[src/rtl/fp_conv_arbiter.sv]
// fp_conv_arbiter: round-robin sharing of one 13-bit float -> 8-bit
// sign-magnitude integer converter among N_REQ valid/ready requesters.
// One output register holds the last result with its requester ID.
// Saturating underflow/overflow event counters run alongside for status reads.
module fp_conv_arbiter #(
    parameter int N_REQ = 4,
    parameter int ID_W  = 2,
    parameter int CNT_W = 16
) (
    input  logic                 clk,
    input  logic                 reset,
    input  logic [N_REQ-1:0]     req_valid,
    input  logic [13*N_REQ-1:0]  req_fp,
    output logic [N_REQ-1:0]     req_ready,
    output logic                 res_valid,
    input  logic                 res_ready,
    output logic [ID_W-1:0]      res_id,
    output logic [7:0]           res_int,
    output logic                 res_uf,
    output logic                 res_of,
    input  logic                 clr_cnt,
    output logic [CNT_W-1:0]     uf_cnt,
    output logic [CNT_W-1:0]     of_cnt
);

    localparam int PTR_W = (N_REQ > 1) ? $clog2(N_REQ) : 1;
    localparam logic [PTR_W:0] N_EXT = (PTR_W+1)'(N_REQ);

    logic [PTR_W-1:0]   rr_ptr_q, rr_ptr_d;
    logic               res_valid_q, res_valid_d;
    logic [ID_W-1:0]    res_id_q, res_id_d;
    logic [7:0]         res_int_q, res_int_d;
    logic               res_uf_q, res_uf_d;
    logic               res_of_q, res_of_d;
    logic [CNT_W-1:0]   uf_cnt_q, uf_cnt_d;
    logic [CNT_W-1:0]   of_cnt_q, of_cnt_d;

    logic [2*N_REQ-1:0] req_dbl;
    logic               grant_found;
    logic [PTR_W-1:0]   grant_idx;
    logic [PTR_W:0]     idx_sum;
    logic [12:0]        grant_op;
    logic               accept_en;
    logic               xfer;

    logic               cv_sign;
    logic [3:0]         cv_exp;
    logic [7:0]         cv_frac;
    logic [7:0]         cv_shifted;
    logic [6:0]         cv_mag;
    logic               cv_uf;
    logic               cv_of;

    // Rotating the doubled request vector puts rr_ptr at bit 0, so the
    // lowest set bit is the next requester in round-robin order.
    assign req_dbl = {req_valid, req_valid} >> rr_ptr_q;

    // Round-robin search: first valid request at or after rr_ptr, wrapping.
    always_comb begin
        grant_found = 1'b0;
        grant_idx   = '0;
        idx_sum     = '0;
        for (int k = 0; k < N_REQ; k++) begin
            if (!grant_found && req_dbl[k]) begin
                grant_found = 1'b1;
                idx_sum     = {1'b0, rr_ptr_q} + k[PTR_W:0];
                if (idx_sum >= N_EXT) begin
                    idx_sum = idx_sum - N_EXT;
                end
                grant_idx = idx_sum[PTR_W-1:0];
            end
        end
    end

    // Operand mux for the granted requester.
    always_comb begin
        grant_op = '0;
        for (int i = 0; i < N_REQ; i++) begin
            if (grant_idx == PTR_W'(i)) begin
                grant_op = req_fp[13*i +: 13];
            end
        end
    end

    // Shared converter; zero fraction wins over the exponent checks so that
    // a signed zero never raises a flag.
    always_comb begin
        cv_sign    = grant_op[12];
        cv_exp     = grant_op[11:8];
        cv_frac    = grant_op[7:0];
        cv_shifted = cv_frac >> (4'd8 - cv_exp);
        cv_mag     = '0;
        cv_uf      = 1'b0;
        cv_of      = 1'b0;
        if (cv_frac == 8'h00) begin
            cv_mag = '0;
        end else if (cv_exp == 4'd0) begin
            cv_uf  = 1'b1;
        end else if (cv_exp > 4'd7) begin
            cv_mag = 7'h7F;
            cv_of  = 1'b1;
        end else begin
            cv_mag = cv_shifted[6:0];
        end
    end

    assign accept_en = !res_valid_q || res_ready;
    assign xfer      = grant_found && accept_en && !reset;

    // One-hot ready to the granted requester only; nothing while in reset.
    always_comb begin
        req_ready = '0;
        if (grant_found && !reset) begin
            req_ready[grant_idx] = accept_en;
        end
    end

    // Next-state for the result register, pointer and saturating counters.
    always_comb begin
        rr_ptr_d    = rr_ptr_q;
        res_valid_d = res_valid_q;
        res_id_d    = res_id_q;
        res_int_d   = res_int_q;
        res_uf_d    = res_uf_q;
        res_of_d    = res_of_q;
        uf_cnt_d    = uf_cnt_q;
        of_cnt_d    = of_cnt_q;
        if (xfer) begin
            res_valid_d = 1'b1;
            res_id_d    = ID_W'(grant_idx);
            res_int_d   = {cv_sign, cv_mag};
            res_uf_d    = cv_uf;
            res_of_d    = cv_of;
            rr_ptr_d    = (grant_idx == PTR_W'(N_REQ - 1)) ? '0 : grant_idx + 1'b1;
            if (cv_uf && !(&uf_cnt_q)) begin
                uf_cnt_d = uf_cnt_q + 1'b1;
            end
            if (cv_of && !(&of_cnt_q)) begin
                of_cnt_d = of_cnt_q + 1'b1;
            end
        end else if (res_ready) begin
            res_valid_d = 1'b0;
        end
        if (clr_cnt) begin
            uf_cnt_d = '0;
            of_cnt_d = '0;
        end
    end

    // State registers with synchronous reset.
    always_ff @(posedge clk) begin
        if (reset) begin
            rr_ptr_q    <= '0;
            res_valid_q <= 1'b0;
            res_id_q    <= '0;
            res_int_q   <= '0;
            res_uf_q    <= 1'b0;
            res_of_q    <= 1'b0;
            uf_cnt_q    <= '0;
            of_cnt_q    <= '0;
        end else begin
            rr_ptr_q    <= rr_ptr_d;
            res_valid_q <= res_valid_d;
            res_id_q    <= res_id_d;
            res_int_q   <= res_int_d;
            res_uf_q    <= res_uf_d;
            res_of_q    <= res_of_d;
            uf_cnt_q    <= uf_cnt_d;
            of_cnt_q    <= of_cnt_d;
        end
    end

    assign res_valid = res_valid_q;
    assign res_id    = res_id_q;
    assign res_int   = res_int_q;
    assign res_uf    = res_uf_q;
    assign res_of    = res_of_q;
    assign uf_cnt    = uf_cnt_q;
    assign of_cnt    = of_cnt_q;

endmodule

[config.mk]
export PLATFORM = sky130hd
export DESIGN_NAME = fp_conv_arbiter
export DESIGN_NICKNAME = d
export VERILOG_FILES = /design/src/rtl/fp_conv_arbiter.sv
export SDC_FILE = /design/constraint.sdc
export NUM_CORES = 1
export LEC_CHECK = 0
export BUFFER_PORTS_ARGS = -buffer_cell sky130_fd_sc_hd__buf_2
export CORE_MARGIN = 10
export CORE_UTILIZATION = 56
export CTS_BUF_LIST = sky130_fd_sc_hd__clkbuf_4
export DETAILED_ROUTE_END_ITERATION = 10
export PLACE_DENSITY = 0.9
export SETUP_SLACK_MARGIN = 0.15
export SKIP_LAST_GASP = 1
export SYNTH_ARGS = -nofsm -noshare
export SYNTH_HDL_FRONTEND = slang
export SYNTH_SLANG_ARGS = --single-unit
[constraint.sdc]
create_clock -name clk -period 5.72 [get_ports clk]
set_input_delay 1.144 -clock clk [delete_from_list [all_inputs] [get_ports clk]]
set_output_delay 1.144 -clock clk [all_outputs]
set_load 0.03 [all_outputs]
==> results.yml, run 1 <==
outcome:
  status: "finished clean"
worst_setup_path:
  ff2ff_setup_slack_ns: 1.64
  start_kind: "primary input"
  cp-end-kind: "flip-flop"
  r2r_cells: 15
  path_class: "in2reg"
  slowest_delay_ns: 0.59
  crit_required_ns: 6.01
  crit_slowest_cell: "nor2b_1"
  arrival_ns: 4.85
  worst-path-max-fanout: 19
  crit_chain: "buf_2 -> nor4_1 -> nand2b_1 -> inv_1 -> ha_1 -> nor2b_1 -> a221o_1 -> nand2_2 -> inv_2 -> ha_1 -> inv_1 -> mux4_2 -> o22a_1 -> a22oi_1"
drt:
  wire_per_inst_um: 16.79
  via_per_inst: 6.009
  drtAntennaViolNets: 0
  wl_met3_um: 1014
  met1Wirelength_um: 3771
  drc: 0
  wl_met2_um: 4468
  firstDrtPassIters: 6
  vias: 3353
  top_layer: "met4"
  drtIter0Drc: 351
  wl_um: 9369
global_route:
  grt-ovfl-total: 0
  grt_max_degree: 34
  grt_use_total: 0.2016
  grt_pass1_wl_um: 15230
  grt_antenna_before_repair: 0
  grt_pass1_vias: 3333
timing:
  tightest_slew_ns: 0.7394
  hold_violations: 0
  whs_ns: 0.4626
  fin_skew_ns: 0.006907
  min_period_ns: 4.559
  rsz0062_at_grt: "false"
  worst_slew_margin_rel: 0.5071
  tns_ns: 0
  finalSetupViolCount: 0
  slew_viol_final: 0
  fin_crit_sh: 0.7971
  fmax_ghz: 0.2193
floorplanning:
  core_um2: 5473
  dieArea_um2: 8978
  num_io_pins: 109
  initial_core_util: 0.5718
  die_w_um: 94.75
  die_y_um: 94.75
  rows: 27
logic_synthesis:
  ys_seq_elements: 47
  postSynthAreaPerCell_um2: 8.024
  yosys-top-cells-count: "47 x dfxtp_1, 46 x nor2_1, 36 x nand2_1, 22 x xnor2_1, 19 x a21oi_1"
  synth_top_area_frac: 0.3007
  ys_warn_count: 0
  synthFlopType: "dfxtp_1"
  synth_most_common_cell: "dfxtp_1"
  synth_edf_count: 0
  synth_area_leaders: "dfxtp_1 30%, xnor2_1 6.2%, nor2_1 5.5%, nand2_1 4.3%, mux2i_1 3.5%"
  syn_inst: 390
  syn-cell-area_um2: 3129
  synthArstFlopShare: 0
  synthDistinctLibCells: 63
  syn_nets: 457
  ys_seq_area_frac: 0.3007
  yosys.area.top_type: "dfxtp_1"
run:
  cap_violations: 0
cells_and_area:
  nFillCells: 486
  areaGrowthSynthToFinish_pct: 19.19
  register_area_um2: 940.9
  stdcell_area_um2: 3730
  antenna_cells: 0
  final_cells: 558
  nets: 552
  drive_gt1_frac: 0.2695
  multi_input_area_um2: 2022
power:
  total_power_mw: 1.293
  ir_worst_vdd_v: 0.0001752
  p_leak_nw: 1.584
  p_per_area_nw_per_um2: 346.5
clocking:
  cts_setup_buffers: 0
  cts_buffers: 5
  cts_tree: "done"
  root_buffer: "clkbuf_4"
  cts_num_sinks: 47
  htree_levels: 2
  holdBufCountCts: 0
  cts_resized: 0
  clockBufferDepth: 2
  clkTransAtPathRegs_ns: 0.13
  clock_latency_ns: 0.36
placement:
  place_congestion: 0.8897
  place_inst: 550
  post_dp_cell_area_um2: 3650
  portBuffers: 108
  hpwl_um: 7407
worst_hold_path:
  hp-class: "reg2reg"
  whs_path_depth: 2
## worst paths after layout
kind,start,endpoint
setup reg to reg,rr_ptr_q[1],res_int[1]
hold reg to reg,res_int[2],res_int[2]
hold / removal,res_int[2],res_int[2]
setup / recovery,req_valid[0],res_int[1]
## sequential cells by signal, indices dropped and copies added, names as in the netlist
register,count
res_valid,1
res_of,1
of_cnt,16
res_int,8
res_uf,1
res_id,2
uf_cnt,16
rr_ptr_q,2
## metal layers
| metal | vias to the layer above | GRT usage |
|---|---|---|
| li1 | 1622 | - |
| met1 | 1541 | 0.2386 |
| met2 | 177 | 0.3358 |
| met3 | 13 | 0.07216 |
| met4 | 0 | 0.05860 |
| met5 | - | 0 |
## kinds of logic (layout without fill, tap and decap cells)
kind of cell	count (synthesis)	in the layout	share of synthesized area
AND/OR/NAND/NOR	178	178	0.2911
AO/OA/AOI/OAI	87	87	0.2123
flip-flops	47	47	0.3007
buffers and inverters	34	130	0.05318
XOR/XNOR	22	22	0.06157
multiplexers	15	15	0.05318
adder cells (fa/ha/maj)	7	7	0.02799
## metrics by stage
step	worst slack, ns	utilization
detailed placement	0.8660	0.6669
CTS	1.222	0.6815
global placement	1.043	0.6669
floorplan	1.647	-
global route	0.8198	0.6815
finish	1.161	0.6815
## power by group
group / leakage (nW) / internal [mW] / switching [mW] / total [mW]
Sequential: 0.382 / 0.357 / 0.0200 / 0.377
Combinational: 1.16 / 0.274 / 0.441 / 0.715
Clock: 0.0432 / 0.0923 / 0.109 / 0.201
## layout make-up
cell class              count  area share
clock buffers               5     0.01006
clock inverters             3     0.01141
inverters                  13     0.01308
multi-input cells         309      0.5421
flip-flops and latches     47      0.2523
well taps                  72     0.02415
repair buffers            109      0.1469
## critical path, delay by kind of cell
family,cells,cell delay [ns]
buf+inv,4,0.50
mux,1,0.30
fa+ha+maj,2,0.73
compound gates,3,0.66
simple gates,4,1.50
## cells in the final DEF (no fill, tap or decap), drive strengths merged, types with 10 or more instances in the layout
cell type / count
nor3: 15
buf: 109
dfxtp: 47
or3: 13
inv: 13
nor2: 47
nand3: 18
nand2: 37
a21oi: 19
mux2i: 11
o21ai: 11
nor4: 10
xnor2: 22
Note: power is estimated with default switching activity, not from simulation.
==> inputs of run 2 (changes only) <==
--- a/config.mk
+++ b/config.mk
@@ -5,12 +5,13 @@
 export SDC_FILE = /design/constraint.sdc
 export NUM_CORES = 1
 export LEC_CHECK = 0
+export ABC_AREA = 1
 export BUFFER_PORTS_ARGS = -buffer_cell sky130_fd_sc_hd__buf_2
 export CORE_MARGIN = 10
-export CORE_UTILIZATION = 56
+export CORE_UTILIZATION = 54
 export CTS_BUF_LIST = sky130_fd_sc_hd__clkbuf_4
 export DETAILED_ROUTE_END_ITERATION = 10
-export PLACE_DENSITY = 0.9
+export PLACE_DENSITY = 0.85
 export SETUP_SLACK_MARGIN = 0.15
 export SKIP_LAST_GASP = 1
 export SYNTH_ARGS = -nofsm -noshare
==> constraint.sdc (replaced) <==
create_clock -name clk -period 4.3 [get_ports clk]
set_input_delay 0.86 -clock clk [delete_from_list [all_inputs] [get_ports clk]]
set_output_delay 0.86 -clock clk [all_outputs]
set_load 0.03 [all_outputs]
==> run 2 against run 1 <==
Flip-flop and latch count stayed put. Non-clock buffer count is 2 higher. Global-route usage is 0.13 points lower. Routed wire length is 13% higher. Cell count is 37% higher. Largest cell class unchanged. Sequential share of layout area is 3.2 points lower. Critical endpoint is now req_ready[1]. First-iteration DRC count is 35% lower.
==> results.yml, run 2 <==
outcome:
  status: "finished clean"
placement:
  hpwl_um: 8511
  place_congestion: 0.9703
  place_inst: 758
  post_dp_cell_area_um2: 4223
  portBuffers: 108
global_route:
  grt_max_degree: 27
  grt_util_met3: 0.03217
  grt.busiest_layer: "met2"
  grt-ovfl-total: 0
  grt_antenna_before_repair: 0
  grt_pass1_wl_um: 17440
  grt_use_met2: 0.3719
  use_met1: 0.2284
  grt_pass1_vias: 3956
  grt_use_total: 0.2003
worst_hold_path:
  whs_path_depth: 2
  hp-class: "reg2reg"
  holdPathEnd: "res_int[4]"
  worstHoldStart: "res_int[4]"
logic_synthesis:
  postSynthAreaPerCell_um2: 6.301
  ys_seq_elements: 47
  syn_inst: 587
  ys_seq_area_frac: 0.2544
  syn-cell-area_um2: 3699
  synth_area_leaders: "dfxtp_1 25%, nand2_1 21%, nand3_1 6.8%, a21oi_1 5.7%, inv_1 4.8%"
  synth_top_area_frac: 0.2544
  synthFlopType: "dfxtp_1"
  synthDistinctLibCells: 40
  synthArstFlopShare: 0
  yosys.area.top_type: "dfxtp_1"
  ys_warn_count: 0
  synth_edf_count: 0
  yosys-top-cells-count: "204 x nand2_1, 50 x nand3_1, 47 x dfxtp_1, 47 x inv_1, 43 x nor2_1"
  synth_most_common_cell: "nand2_1"
  syn_nets: 654
cells_and_area:
  areaGrowthSynthToFinish_pct: 15.53
  final_cells: 765
  antenna_cells: 0
  layout_commonest_cell: "nand2_1"
  stdcell_area_um2: 4273
  register_area_um2: 940.9
  nets: 752
  nFillCells: 657
  multi_input_area_um2: 2406
  fin_util: 0.6359
  drive_gt1_frac: 0.2365
  layout_common_cells: "204 x nand2_1, 108 x buf_2, 50 x nand3_1, 47 x inv_1, 47 x dfxtp_1"
worst_setup_path:
  r2r_cells: 23
  timing.rr.end: "res_int[1]"
  path_class: "in2out"
  r2r-start: "rr_ptr_q[0]"
  cp-end-kind: "output port"
  worst-path-max-fanout: 15
  crit_required_ns: 3.44
  ff2ff_setup_slack_ns: 0.64
  arrival_ns: 2.85
  start_kind: "primary input"
timing:
  fin_crit_sh: 0.8620
  hold_violations: 0
  tightest_slew_ns: 0.5759
  rsz0062_at_grt: "false"
  tns_ns: 0
  min_period_ns: 3.707
  fin_skew_ns: 0.009514
  slew_viol_final: 0
  worst_slew_margin_rel: 0.6146
  finalSetupViolCount: 0
  fmax_ghz: 0.2698
clocking:
  clkTransAtPathRegs_ns: 0.14
  cts_resized: 0
  htree_levels: 2
  cts_num_sinks: 47
  cts_buffers: 5
  holdBufCountCts: 0
  cts_tree: "done"
  root_buffer: "clkbuf_4"
  cts_setup_buffers: 0
  clock_latency_ns: 0.36
  clockBufferDepth: 2
drt:
  vias: 4108
  drc: 0
  wire_per_inst_um: 13.85
  drtIter0Drc: 227
  wl_um: 10600
  firstDrtPassIters: 5
  via_per_inst: 5.370
  drtAntennaViolNets: 0
floorplanning:
  core_um2: 6719
  rows: 30
  die_y_um: 102.8
  num_io_pins: 109
  initial_core_util: 0.5505
  dieArea_um2: 10560
  die_w_um: 102.8
run:
  cap_violations: 0
## run 2: changes by cell type in the layout (fill, tap and decap cells not counted), sizes merged, moves of 13 or more
cell | previous run | this run
nand2 | 37 | 212
nand3 | 18 | 53
a21oi | 19 | 51
or3 | 13 | 0
nand4 | 6 | 25
inv | 13 | 56
xnor2 | 22 | 7
xor2 | 0 | 20
## run 2: worst max path at each step
stage                 startpoint      endpoint  slack (ns)
finish              req_valid[1]  req_ready[1]        0.59
global route        req_valid[0]    res_int[1]        0.21
detailed placement  req_valid[1]    res_int[1]        0.26
floorplan           req_valid[1]    res_int[1]        0.84
CTS                 req_valid[1]  req_ready[1]        0.59
global placement    req_valid[1]    res_int[1]        0.42
## run 2: routing by layer
layer	vias to the layer above	part of all wire
met5	-	0
met4	0	0.019
met3	16	0.057
met2	116	0.51
met1	1884	0.41
li1	2092	-
## run 2: worst max-delay path, stage by stage
cell and delay, ns:
buf_2 0.10, inv_1 0.04, nand2_1 0.05, nand2_1 0.08, nand2_1 0.05, nand2_1 0.11
inv_1 0.05, a21oi_1 0.14, xor2_1 0.09, inv_1 0.07, nand2_1 0.09, inv_1 0.09
ha_1 0.48, inv_2 0.20, nor2_1 0.13, buf_2 0.21
## run 2: cells by family (layout without fill, tap and decap cells)
group,Yosys count,after routing,share of synthesized area
adders and majority gates,7,7,0.02368
AOI/OAI and AO/OA,69,69,0.1089
buffers and inverters,76,174,0.09506
xor gates and xnor gates,27,27,0.06394
DFF,47,47,0.2544
and+or+nand+nor,361,361,0.4540
## run 2: stage by stage
stage	worst slack (ns)	hold WS [ns]
after floorplan	0.8430	0.5424
after global placement	0.4170	0.4531
after detailed placement	0.2584	0.4637
after CTS	0.5912	0.4840
after global routing	0.2132	0.5077
final	0.5932	0.4863
## run 2: cell type report
| type | count | share of cell area |
|---|---|---|
| multi-input cells | 464 | 0.5631 |
| flip-flops and latches | 47 | 0.2202 |
| repair buffers | 111 | 0.1318 |
| inverters | 56 | 0.04978 |
| well taps | 80 | 0.02343 |
| clock buffers | 5 | 0.008785 |
| clock inverters | 2 | 0.002928 |
Power of run 2 is left out: the tool's default activity adds up to more than one toggle a clock period on the data nets, which glitch-free logic cannot reach.
==> inputs of run 3 (changes only) <==
--- a/config.mk
+++ b/config.mk
@@ -11,7 +11,7 @@
 export CORE_UTILIZATION = 54
 export CTS_BUF_LIST = sky130_fd_sc_hd__clkbuf_4
 export DETAILED_ROUTE_END_ITERATION = 10
-export PLACE_DENSITY = 0.85
+export PLACE_DENSITY_LB_ADDON = 0.1
 export SETUP_SLACK_MARGIN = 0.15
 export SKIP_LAST_GASP = 1
 export SYNTH_ARGS = -nofsm -noshare
==> run 3 against run 2 <==
Routed wire length fell by 4.0%. Cell count rose by 0.26%. Fmax rose by 1.6%. Clock skew rose by 0.0032 ns. Critical path depth fell by 2. Critical endpoint is now req_ready[3]. Largest cell class unchanged.
==> results.yml, run 3 (same netlist as run 2, synthesis figures left out) <==
worst_setup_path:
  worst-path-max-fanout: 16
  crit_chain: "inv_4 -> nand2_1 -> nand2_1 -> nand2_1 -> nand2_2 -> inv_2 -> nand3_1 -> o2111ai_1 -> nand2_1 -> inv_1 -> ha_2 -> inv_2 -> nor2_1 -> buf_2"
  crit_slowest_cell: "dfxtp_1"
  ff2ff_setup_slack_ns: 0.73
  path_class: "reg2out"
  slowest_delay_ns: 0.54
  cp-end-kind: "output port"
  arrival_ns: 2.79
  crit_buf_inv: 5
  r2r_cells: 20
  r2r-start: "rr_ptr_q[0]"
  crit_family: "simple AND/OR/NAND/NOR gates"
  crit_required_ns: 3.44
  start_kind: "flip-flop"
  timing.rr.end: "of_cnt[1]"
  path_common_cell: "nand2_1"
worst_hold_path:
  worstHoldStart: "res_of"
  whs_path_depth: 2
  hp-class: "reg2reg"
  holdPathEnd: "res_of"
cells_and_area:
  drive_gt1_frac: 0.2402
  areaGrowthSynthToFinish_pct: 15.93
  nets: 753
  nFillCells: 670
  antenna_cells: 0
  layout_commonest_cell: "nand2_1"
  final_cells: 767
  layout_common_cells: "204 x nand2_1, 108 x buf_2, 50 x nand3_1, 47 x inv_1, 47 x dfxtp_1"
placement:
  pre_cts_ws_ns: 0.2100
  hpwl_um: 7967
  place_inst: 759
  portBuffers: 108
  place_congestion: 0.9295
floorplanning:
  initial_core_util: 0.5505
  dieArea_um2: 10560
  die_y_um: 102.8
  core_um2: 6719
  num_io_pins: 109
  rows: 30
  die_w_um: 102.8
timing:
  finalSetupViolCount: 0
  worst_slew_margin_rel: 0.7295
  fin_skew_ns: 0.01271
  whs_ns: 0.4900
  hold_violations: 0
  slew_viol_final: 0
  fmax_ghz: 0.2740
  tightest_slew_ns: 0.4033
  fin_crit_sh: 0.8487
  setup_ws_ns: 0.6507
  rsz0062_at_grt: "false"
  min_period_ns: 3.649
  tns_ns: 0
global_route:
  grt_pass1_vias: 3794
  grt_pass1_wl_um: 16870
  grt_max_degree: 24
  grt_antenna_before_repair: 0
  grt-ovfl-total: 0
  grt_use_total: 0.1907
clocking:
  cts_num_sinks: 47
  cts_tree: "done"
  clock_latency_ns: 0.37
  root_buffer: "clkbuf_4"
  clockBufferDepth: 2
  cts_buffers: 5
  holdBufCountCts: 0
  htree_levels: 2
  clkTransAtPathRegs_ns: 0.14
drt:
  vias: 4040
  drtIter0Drc: 158
  top_layer: "met4"
  wl_um: 10180
  drc: 0
  via_per_inst: 5.267
  wl_met2_um: 4857
  wire_per_inst_um: 13.27
  drtAntennaViolNets: 0
  firstDrtPassIters: 6
  met1Wirelength_um: 4554
  wl_met3_um: 697
outcome:
  status: "finished clean"
run:
  cap_violations: 0
==> run 3: per-stage QoR <==
step | utilization | cell area, um2
floorplan | - | 3699
global placement | 0.6296 | 4230
detailed placement | 0.6296 | 4230
CTS | 0.6378 | 4285
global route | 0.6382 | 4288
finish | 0.6382 | 4288
==> run 3: worst max path at each step <==
stage / from / to / slack, ns / cells past startpoint
after floorplan: req_valid[1] / res_int[1] / 0.84 / 25
after global placement: req_valid[1] / of_cnt[8] / 0.33 / 22
after detailed placement: req_valid[0] / of_cnt[11] / 0.21 / 18
after CTS: rr_ptr_q[0] / req_ready[3] / 0.43 / 14
after global routing: rr_ptr_q[0] / res_int[1] / 0.24 / 22
final: rr_ptr_q[0] / req_ready[3] / 0.65 / 14
==> run 3: repair_timing <==
item,in CTS,in global routing
gates resized for setup,0,1
buffers inserted,0,0
endpoints found under the setup margin,0,1
endpoints found under the hold margin,0,0
==> run 3: routing by layer <==
metal	track usage	vias to the layer above
li1	-	2096
met1	0.2416	1811
met2	0.3194	126
met3	0.04625	7
met4	0.04278	0
met5	0	-
==> run 3: worst reg2reg max path, stage by stage (launching register included) <==
cell	delay, ns
dfxtp_1	0.54
nand2_1	0.13
nand3_1	0.10
nand2_1	0.14
a21oi_1	0.21
xor2_1	0.19
inv_1	0.07
nand2_1	0.10
inv_1	0.07
ha_1	0.32
buf_4	0.22
nand2_1	0.07
nand3_1	0.10
nand2_1	0.07
o21ai_0	0.10
nand2_1	0.10
nor2_2	0.05
nand2_4	0.21
nand4_2	0.36
o21ai_0	0.28
nor2_1	0.06
==> run 3: layout make-up <==
type,instances,area [um2],area share
clock buffer,5,37.54,0.008754
tap,80,100.1,0.02334
sequential,47,940.9,0.2194
multi-input combinational,464,2409,0.5617
inverter,56,212.7,0.04961
timing repair buffer,112,570.5,0.1331
clock inverter,3,17.52,0.004085
Power of run 3 is left out for the same reason.
